<file path="config.mk">
export PLATFORM = sky130hd
export DESIGN_NAME = cpu_run_ctrl_flat
export DESIGN_NICKNAME = d
export VERILOG_FILES = /design/src/rtl/cpu_run_ctrl_pkg.sv /design/src/rtl/cpu_run_ctrl_if.sv /design/src/rtl/cpu_run_ctrl_sat_counter.sv /design/src/rtl/cpu_run_ctrl.sv /design/src/flat_wrapper.sv
export SDC_FILE = /design/constraint.sdc
export NUM_CORES = 1
export LEC_CHECK = 0
export CORE_UTILIZATION = 30
export CTS_CLUSTER_DIAMETER = 120
export DETAILED_ROUTE_END_ITERATION = 12
export GPL_ROUTABILITY_DRIVEN = 0
export RECOVER_POWER = 100
export SLEW_MARGIN = 0
export SYNTH_ARGS = -nofsm -noshare
export SYNTH_HDL_FRONTEND = slang
export SYNTH_SLANG_ARGS = --single-unit
</file>
<file path="constraint.sdc">
create_clock -name clk -period 1.8 [get_ports clk]
set_clock_uncertainty 0.15 [all_clocks]
set_input_delay 0.54 -clock clk [delete_from_list [all_inputs] [get_ports clk]]
set_output_delay 0.54 -clock clk [all_outputs]
set_load 0.01 [all_outputs]
</file>
<file path="src/rtl/cpu_run_ctrl_pkg.sv">
// Shared encodings for the tiny_cpu run/halt/step sequencer.
package cpu_ctrl_pkg;
  localparam logic [2:0] ST_CPURST = 3'd0;
  localparam logic [2:0] ST_IDLE   = 3'd1;
  localparam logic [2:0] ST_RUN    = 3'd2;
  localparam logic [2:0] ST_DRAIN  = 3'd3;
  localparam logic [2:0] ST_STEP   = 3'd4;
  localparam logic [2:0] ST_HALTED = 3'd5;

  typedef enum logic [1:0] {
    CMD_RUN        = 2'd0,
    CMD_HALT       = 2'd1,
    CMD_STEP       = 2'd2,
    CMD_CORE_RESET = 2'd3
  } cmd_e;

  localparam int HC_OPCODE = 0;
  localparam int HC_BP     = 1;
endpackage

</file>
<file path="src/rtl/cpu_run_ctrl_if.sv">
// Command valid/ready channel into the run controller.
interface cpu_run_ctrl_if;
  import cpu_ctrl_pkg::*;
  logic cmd_valid;
  cmd_e cmd;
  logic cmd_ready;

  modport master (output cmd_valid, output cmd, input cmd_ready);
  modport slave  (input cmd_valid, input cmd, output cmd_ready);
endinterface

</file>
<file path="src/rtl/cpu_run_ctrl_sat_counter.sv">
// Saturating up-counter with synchronous clear (clear wins over enable).
module sat_counter #(
  parameter int W = 16
) (
  input  logic         clk,
  input  logic         rst_n,
  input  logic         en_i,
  input  logic         clr_i,
  output logic [W-1:0] cnt_o
);
  logic [W-1:0] cnt_q;

  always_ff @(posedge clk or negedge rst_n) begin
    if (!rst_n)                     cnt_q <= '0;
    else if (clr_i)                 cnt_q <= '0;
    else if (en_i && cnt_q != '1)   cnt_q <= cnt_q + 1'b1;
  end

  assign cnt_o = cnt_q;
endmodule

</file>
<file path="src/rtl/cpu_run_ctrl.sv">
// Run/halt/single-step sequencer for tiny_cpu: core reset timer, command FSM,
// optional PC breakpoint (define BREAKPOINT_EN) and enabled-cycle counter.
module cpu_run_ctrl
  import cpu_ctrl_pkg::*;
#(
  parameter int PC_W    = 8,
  parameter int CNT_W   = 16,
  parameter int RST_CYC = 4
) (
  input  logic             clk,
  input  logic             rst_n,
  cpu_run_ctrl_if.slave    cmd_bus,
  input  logic [PC_W-1:0]  pc,
  input  logic             insn_done,
  input  logic             halt_insn,
  input  logic             bp_set,
  input  logic [PC_W-1:0]  bp_addr,
  output logic             cpu_en,
  output logic             cpu_rst_n,
  output logic [2:0]       state_o,
  output logic [1:0]       halt_cause,
  output logic [CNT_W-1:0] run_cycles
);
  localparam int RC_W = (RST_CYC > 1) ? $clog2(RST_CYC) : 1;
  localparam logic [RC_W-1:0] RC_INIT = RC_W'(RST_CYC - 1);

  logic [2:0]      state_q, state_d;
  logic [RC_W-1:0] rst_cnt_q, rst_cnt_d;
  logic [1:0]      cause_q, cause_d;
  logic            cpu_en_q, cpu_rst_n_q, ready_q;
  logic            accept, clr_cnt, hit_op, hit_bp;

  assign accept = cmd_bus.cmd_valid & ready_q;
  assign hit_op = insn_done & halt_insn;

`ifdef BREAKPOINT_EN
  logic [PC_W-1:0] bp_q;
  logic            bp_arm_q;

  // Compare uses the registered address, so a load lands on the next compare.
  always_ff @(posedge clk or negedge rst_n) begin
    if (!rst_n) begin
      bp_q     <= '0;
      bp_arm_q <= 1'b0;
    end else if (bp_set) begin
      bp_q     <= bp_addr;
      bp_arm_q <= 1'b1;
    end
  end

  assign hit_bp = bp_arm_q & insn_done & (pc == bp_q);
`else
  logic unused_bp;
  assign unused_bp = ^{bp_set, bp_addr, pc};
  assign hit_bp    = 1'b0;
`endif

  always_comb begin
    state_d   = state_q;
    rst_cnt_d = rst_cnt_q;
    cause_d   = cause_q;
    clr_cnt   = 1'b0;
    if (accept && cmd_bus.cmd == CMD_CORE_RESET) begin
      state_d   = ST_CPURST;
      rst_cnt_d = RC_INIT;
      cause_d   = 2'b00;
      clr_cnt   = 1'b1;
    end else begin
      case (state_q)
        ST_CPURST: begin
          if (rst_cnt_q == '0) state_d = ST_IDLE;
          else                 rst_cnt_d = rst_cnt_q - 1'b1;
        end
        ST_IDLE, ST_HALTED: begin
          if (accept && cmd_bus.cmd == CMD_RUN) begin
            state_d = ST_RUN;
            cause_d = 2'b00;
          end else if (accept && cmd_bus.cmd == CMD_STEP) begin
            state_d = ST_STEP;
            cause_d = 2'b00;
          end
        end
        ST_RUN: begin
          if (hit_op || hit_bp) begin
            state_d = ST_HALTED;
            cause_d = cause_q | {hit_bp, hit_op};
          end else if (accept && cmd_bus.cmd == CMD_HALT) begin
            state_d = insn_done ? ST_HALTED : ST_DRAIN;
          end
        end
        ST_DRAIN, ST_STEP: begin
          if (insn_done) begin
            state_d = ST_HALTED;
            cause_d = cause_q | {hit_bp, hit_op};
          end
        end
        default: begin
          state_d   = ST_CPURST;
          rst_cnt_d = RC_INIT;
        end
      endcase
    end
  end

  // Outputs are decoded from the next state so they change on the entry edge.
  always_ff @(posedge clk or negedge rst_n) begin
    if (!rst_n) begin
      state_q     <= ST_CPURST;
      rst_cnt_q   <= RC_INIT;
      cause_q     <= 2'b00;
      cpu_en_q    <= 1'b0;
      cpu_rst_n_q <= 1'b0;
      ready_q     <= 1'b0;
    end else begin
      state_q     <= state_d;
      rst_cnt_q   <= rst_cnt_d;
      cause_q     <= cause_d;
      cpu_en_q    <= (state_d == ST_RUN) || (state_d == ST_DRAIN) || (state_d == ST_STEP);
      cpu_rst_n_q <= (state_d != ST_CPURST);
      ready_q     <= (state_d == ST_IDLE) || (state_d == ST_RUN) || (state_d == ST_HALTED);
    end
  end

  sat_counter #(.W(CNT_W)) u_cnt (
    .clk   (clk),
    .rst_n (rst_n),
    .en_i  (cpu_en_q),
    .clr_i (clr_cnt),
    .cnt_o (run_cycles)
  );

  assign cmd_bus.cmd_ready = ready_q;
  assign cpu_en            = cpu_en_q;
  assign cpu_rst_n         = cpu_rst_n_q;
  assign state_o           = state_q;
  assign halt_cause        = cause_q;
endmodule

</file>
<file path="src/flat_wrapper.sv">
// flat-port wrapper written by rule: the top's interface ports become plain ports
module cpu_run_ctrl_flat import cpu_ctrl_pkg::*;
#(
  parameter int PC_W    = 8,
  parameter int CNT_W   = 16,
  parameter int RST_CYC = 4
)
  (clk, rst_n, pc, insn_done, halt_insn, bp_set, bp_addr, cpu_en, cpu_rst_n, state_o, halt_cause, run_cycles, cmd_bus_cmd_valid, cmd_bus_cmd, cmd_bus_cmd_ready);
  cpu_run_ctrl_if cmd_bus_i ();
  input  logic clk;
  input  logic rst_n;
  input  logic [PC_W-1:0] pc;
  input  logic insn_done;
  input  logic halt_insn;
  input  logic bp_set;
  input  logic [PC_W-1:0] bp_addr;
  output logic cpu_en;
  output logic cpu_rst_n;
  output logic [2:0] state_o;
  output logic [1:0] halt_cause;
  output logic [CNT_W-1:0] run_cycles;
  input wire logic [$bits(cmd_bus_i.cmd_valid)-1:0] cmd_bus_cmd_valid;
  input wire logic [$bits(cmd_bus_i.cmd)-1:0] cmd_bus_cmd;
  output wire logic [$bits(cmd_bus_i.cmd_ready)-1:0] cmd_bus_cmd_ready;
  assign cmd_bus_i.cmd_valid = cmd_bus_cmd_valid;
  assign cmd_bus_i.cmd = cmd_bus_cmd;
  assign cmd_bus_cmd_ready = cmd_bus_i.cmd_ready;
  cpu_run_ctrl #(.PC_W(PC_W), .CNT_W(CNT_W), .RST_CYC(RST_CYC)) u_core (.clk(clk), .rst_n(rst_n), .cmd_bus(cmd_bus_i), .pc(pc), .insn_done(insn_done), .halt_insn(halt_insn), .bp_set(bp_set), .bp_addr(bp_addr), .cpu_en(cpu_en), .cpu_rst_n(cpu_rst_n), .state_o(state_o), .halt_cause(halt_cause), .run_cycles(run_cycles));
endmodule
</file>
# After elaboration in Yosys (flattened, before gate mapping)
# Index checks and enable logic that the tools add are counted.
op_classes:
  addsub: 2
  multipliers: 0
  div: 0
  order_cmp: 0
  eq_ne: 19
  shift: 0
  mux: 21
  n_bitwise: 3
  n_reduce_logical: 20
ops:
  columns: ["cell", "count"]
  rows:
  - ["$mux W16", 2]
  - ["$mux W3", 8]
  - ["$add A16 B1 Y16 const B", 1]
  - ["$ne A16 B16 Y1 const B", 1]
  - ["$mux W2", 7]
  - ["$eq A3 B2 Y1 const B", 4]
  - ["$eq A3 B3 Y1 const B", 4]
  - ["$pmux W3 S4", 1]
  - ["$eq A3 B1 Y1 const B", 2]
  - ["$ne A3 B2 Y1 const B", 2]
  - ["$pmux W2 S3", 1]
  - ["$logic_and A1 B1 Y1", 5]
  - ["$reduce_or A5 Y1", 1]
  - ["$eq A2 B2 Y1 const B", 2]
  - ["$logic_not A2 Y1", 2]
  - ["$logic_or A1 B1 Y1", 4]
  - ["$ne A4 B1 Y1 const B", 1]
  - ["$pmux W2 S2", 1]
  - ["$reduce_and A4 Y1", 1]
  - ["$reduce_bool A4 Y1", 1]
  - ["$reduce_or A2 Y1", 2]
  - ["$logic_not A3 Y1", 1]
  - ["$ne A3 B1 Y1 const B", 1]
  - ["$reduce_bool A3 Y1", 1]
  - ["other kinds (8)", 9]
word_totals:
  reg_bits: 26
  latchBits: 0
  mem_bits_rw: 0
  rom_bits: 0
  output_inout_bits: 24
  elab_cells: 72
  mem_count: 0

# Depth between registers and ports, before layout
depth:
  word_depth: 9
  ltp_mapped: 6

# Modules after synthesis
# Synthesis repeated with hierarchy kept, for this count alone.
hier_totals:
  cells_unflattened: 162
  area_unflattened_um2: 1536.5
modules_own_cells:
  columns: ["mod", "n_inst", "cells_per_inst", "area_each_um2", "seq_area_each_um2"]
  rows:
  - ["sat_counter", 1, 98, 942.2, 400.4]
  - ["cpu_run_ctrl", 1, 64, 594.3, 227.7]

# Worst setup path after synthesis
# OpenSTA, ideal clock, no wires.
synth_timing:
  path_kind: "input to register"
  start: "in cmd_bus_cmd[0]"
  end: "reg u_core.rst_cnt_q[0]"
  t_arrival_ns: 1.629
  path_slack_ns: -0.059
  cell_stages: 5
  cell_sequence: "nand3b_4 > a2111o_1 > o211a_2 > a31o_1 > a32o_1"
synth_between:
  elab_chain_len: 4
  word_cells_on_any_way: 6
synth_lines:
  columns: ["element", "line", "rtl"]
  rows:
  - ["from (decl)", "flat_wrapper.sv:23", "input wire logic [$bits(cmd_bus_i.cmd)-1:0] cmd_bus_cmd;"]
  - ["$eq A2 B2 Y1 (*)", "cpu_run_ctrl.sv:63", "if (accept && cmd_bus.cmd == CMD_CORE_RESET) begin"]
  - ["$logic_and A1 B1 Y1 (*)", "cpu_run_ctrl.sv:63", null]
  - ["$ne A3 B2 Y1 (no line) or $ne A2 B1 Y1 (tied branches)", null, null]
  - ["$reduce_and A2 Y1 (no line)", null, null]
  - ["to (signal assigned)", "cpu_run_ctrl.sv:116", "rst_cnt_q <= rst_cnt_d;"]
  - ["to (decl)", "cpu_run_ctrl.sv:28", "logic [RC_W-1:0] rst_cnt_q, rst_cnt_d;"]
# Every way passes the cells marked *; elsewhere a longest branch is shown, timed or not.
# A chain may end at the register's enable or synchronous reset.

# Final worst setup path
layout_timing:
  start: "reg u_core.state_q[1] (netlist: u_core.state_o[1])"
  end: "reg u_core.rst_cnt_q[0]"
layout_between:
  elab_chain_len: 4
  word_cells_on_any_way: 12
layout_lines:
  columns: ["element", "line", "rtl"]
  rows:
  - ["from (decl)", "cpu_run_ctrl.sv:27", "logic [2:0] state_q, state_d;"]
  - ["from (signal assigned)", "cpu_run_ctrl.sv:115", "state_q <= state_d;"]
  - ["$eq A3 B1 Y1, or another cell as far along", "cpu_run_ctrl.sv:69", "case (state_q)"]
  - ["$reduce_or A5 Y1 (no line)", null, null]
  - ["$pmux W2 S2 or $ne A2 B1 Y1 (tied branches)", null, null]
  - ["$mux W2 or $reduce_and A2 Y1 (tied branches)", null, null]
# Several ways; a longest one is shown, not always the timed one.

==> reports/metrics.cfg <==
[worst_setup_path]
path_max_fanout=6
arrival_ns=1.91
reg2reg_from=u_core.state_o[1]
worstSetupStartpointType=flip-flop
critPathLaunch=u_core.state_o[1]
cp-end-kind=flip-flop
critPathKind=flip-flop to flip-flop
worstPathRequired_ns=1.86

[detailed_routing]
first_pass_iters=5
remaining_drc_errors=0
wirelength_mm=4.277
first_iter_violations=64
ant_nets=0
via_per_inst=5.388
wl_per_cell_um=15.96
num_vias=1444

[global_routing]
grt_pass1_vias=1451
grt_max_degree=26
grt_pass1_wl_mm=6.410
grt_usage_pct=16.12
gr-total-overflow=0
antenna_found_initial=0

[synthesis]
synth_edf_count=0
synth.most_common_cell=dfrtp_1
synth_top_area_share_pct=41.55
synth-seq-cells=25
avgSynthCellArea_um2=9.893
ys_seq_area_share_pct=45.35
synth_cell_type_count=45
ys_async_sr_fraction_pct=100.0
syn_inst=140
syn_area_um2=1385
synth_area_leaders=dfrtp_1, xor2_1, nor2_1
syn-num-nets=166
ys.flop_type=dfrtp_1
yosys_warnings=0
synthTopCellsByCount=dfrtp_1, nor2_1, xor2_1
synth_top_cell_by_area=dfrtp_1

[timing]
setup_viol=4
relSlewSlack_pct=56.63
hold_ws_ns=0.3912
fin_crit_sh_pct=103.1
worst_pin_slew_ns=0.6506
min_period_ns=1.855
fmax_ghz=0.5391
slew_violations=0
hold_viol_final=0
fin_ws_ns=-0.05511
rsz0062_at_grt=yes

[placement]
place_area_um2=1871
io_buffers=29
dp_hpwl_mm=2.421
place_inst=237

[power]
p_seq_share_pct=29.3
power_density_nw_per_um2=1387
switching_share_pct=38.06
power.share.clock_pct=11.2
pwr-share-comb_pct=59.5
leakagePower_nw=1.122
p_switching_mw=1.192
p_int_mw=1.940
finalPower_mw=3.131
ir_worst_vdd_uv=585.1

[final_layout]
final_cells=268
finalCoreUtilization_pct=51.51
final_cell_area_um2=2258
diodes=0
syn_to_final_growth_pct=63.05
drive_gt1_share_pct=40.28
final_net_count=243

[die]
rows=24
start_util_pct=31.59
pin_count=48
die_area_um2=4892
die-width_um=69.95
fp.coreArea_um2=4384
die_h_um=69.95

[clock_tree]
htree_num_levels=1
clk-insertion-delay-late_ns=0.27
cts.sinks=25
clk_pin_slew_ns=0.09
root_buffer=clkbuf_8
cts_max_path_buffers=2
cts_tree=done
cts_made_buffers=3
cts_hold_buf=0

[outcome]
violations=negative setup slack
outcome=finished with violations

[hold_path]
hold_class=flip-flop to flip-flop
min-delay-start=u_core.halt_cause[0]

[run]
maxCapViolCount=0

==> placed cells by master (no fill, tap or decap), types with 2 or more instances in the layout <==
master	instances
nand3b_1	3
xor2_1	12
inv_1	7
nor2_1	16
dfrtp_1	19
nand3_1	3
a21oi_1	5
clkbuf_8	3
clkbuf_2	2
o2111ai_1	3
nand2_1	7
a21oi_2	2
a32oi_2	2
dlygate4sd2_1	22
o21ai_1	4
and3_1	4
dfrtp_2	4
nand4_1	2
and4_1	5
o211ai_1	2
dfstp_2	2
buf_2	2
buf_4	41
buf_6	8
==> cells by family after synthesis <==
group	count (synthesis)	synth area share, %
AND/OR/NAND/NOR	57	24.48
flip-flops	25	45.35
multiplexers	1	0.7227
adder cells (fa/ha/maj)	2	1.806
buffers and inverters	11	3.343
AO/OA/AOI/OAI	31	16.44
other	1	0.2707
XOR/XNOR	12	7.588
==> flip-flops by register name, indices dropped and copies added, names as in the netlist <==
signal,flops
u_core.cmd_bus.cmd_ready,1
u_core.cpu_en,1
u_core.cpu_rst_n,1
u_core.halt_cause,1
u_core.rst_cnt_q,2
u_core.state_o,3
u_core.u_cnt.cnt_o,16
==> area by class of cell <==
| cell class | count | area [um^2] |
|---|---|---|
| fillers | 402 | 2126 |
| multi-input cells | 104 | 867.1 |
| flip-flops and latches | 25 | 633.1 |
| repair buffers | 76 | 620.6 |
| well taps | 52 | 65.06 |
| clock buffers | 3 | 41.29 |
| inverters | 7 | 26.28 |
| clock inverters | 1 | 5.005 |
==> repair_timing <==
item	CTS	global route
gates resized for setup	51	29
pin swaps	9	12
setup buffers	20	8
endpoints found under the hold margin	0	0
endpoints found under the setup margin	32	14
cloned	0	0
==> per-stage QoR <==
step                        TNS, ns  setup slack, ns
final                       -0.1248         -0.05511
after global routing        -0.4487         -0.09003
after CTS                   -0.1184         -0.07196
after detailed placement     -7.356          -0.6183
after global placement       -6.773          -0.5732
after floorplan           -0.005039        -0.005039
==> final timing paths <==
check,endpoint,slack [ns],cells after the start
max,u_core.rst_cnt_q[0],-0.06,5
min,u_core.halt_cause[0],0.39,1
max reg2reg,u_core.rst_cnt_q[0],-0.06,5
min reg2reg,u_core.halt_cause[0],0.39,1
max in group asynchronous,u_core.state_o[0],0.37,2
min in group asynchronous,u_core.u_cnt.cnt_o[10],0.66,2
==> power by group through the flow <==
stage	combinational, mW	sequential [mW]	clock, mW
after CTS	1.61	0.918	0.353
final	1.86	0.917	0.351
after global routing	2.01	0.947	0.379
after global placement	1.22	1.02	0
after detailed placement	1.26	1.03	0
after floorplan	0.533	1.07	0
==> critical path, cell delays in order, from the launching register on <==
cell     delay [ns]
dfrtp_2        0.42
buf_6          0.14
or3b_1         0.45
o211a_4        0.18
a31o_1         0.23
a32o_1         0.22
==> routing by layer <==
layer	wire, um	vias up	GRT usage, %
li1	-	671	-
met5	0	-	0
met4	65	0	4.444
met1	1734	718	18.54
met3	182	8	4.329
met2	2295	47	29.17
(Power assumes the default switching activity.)
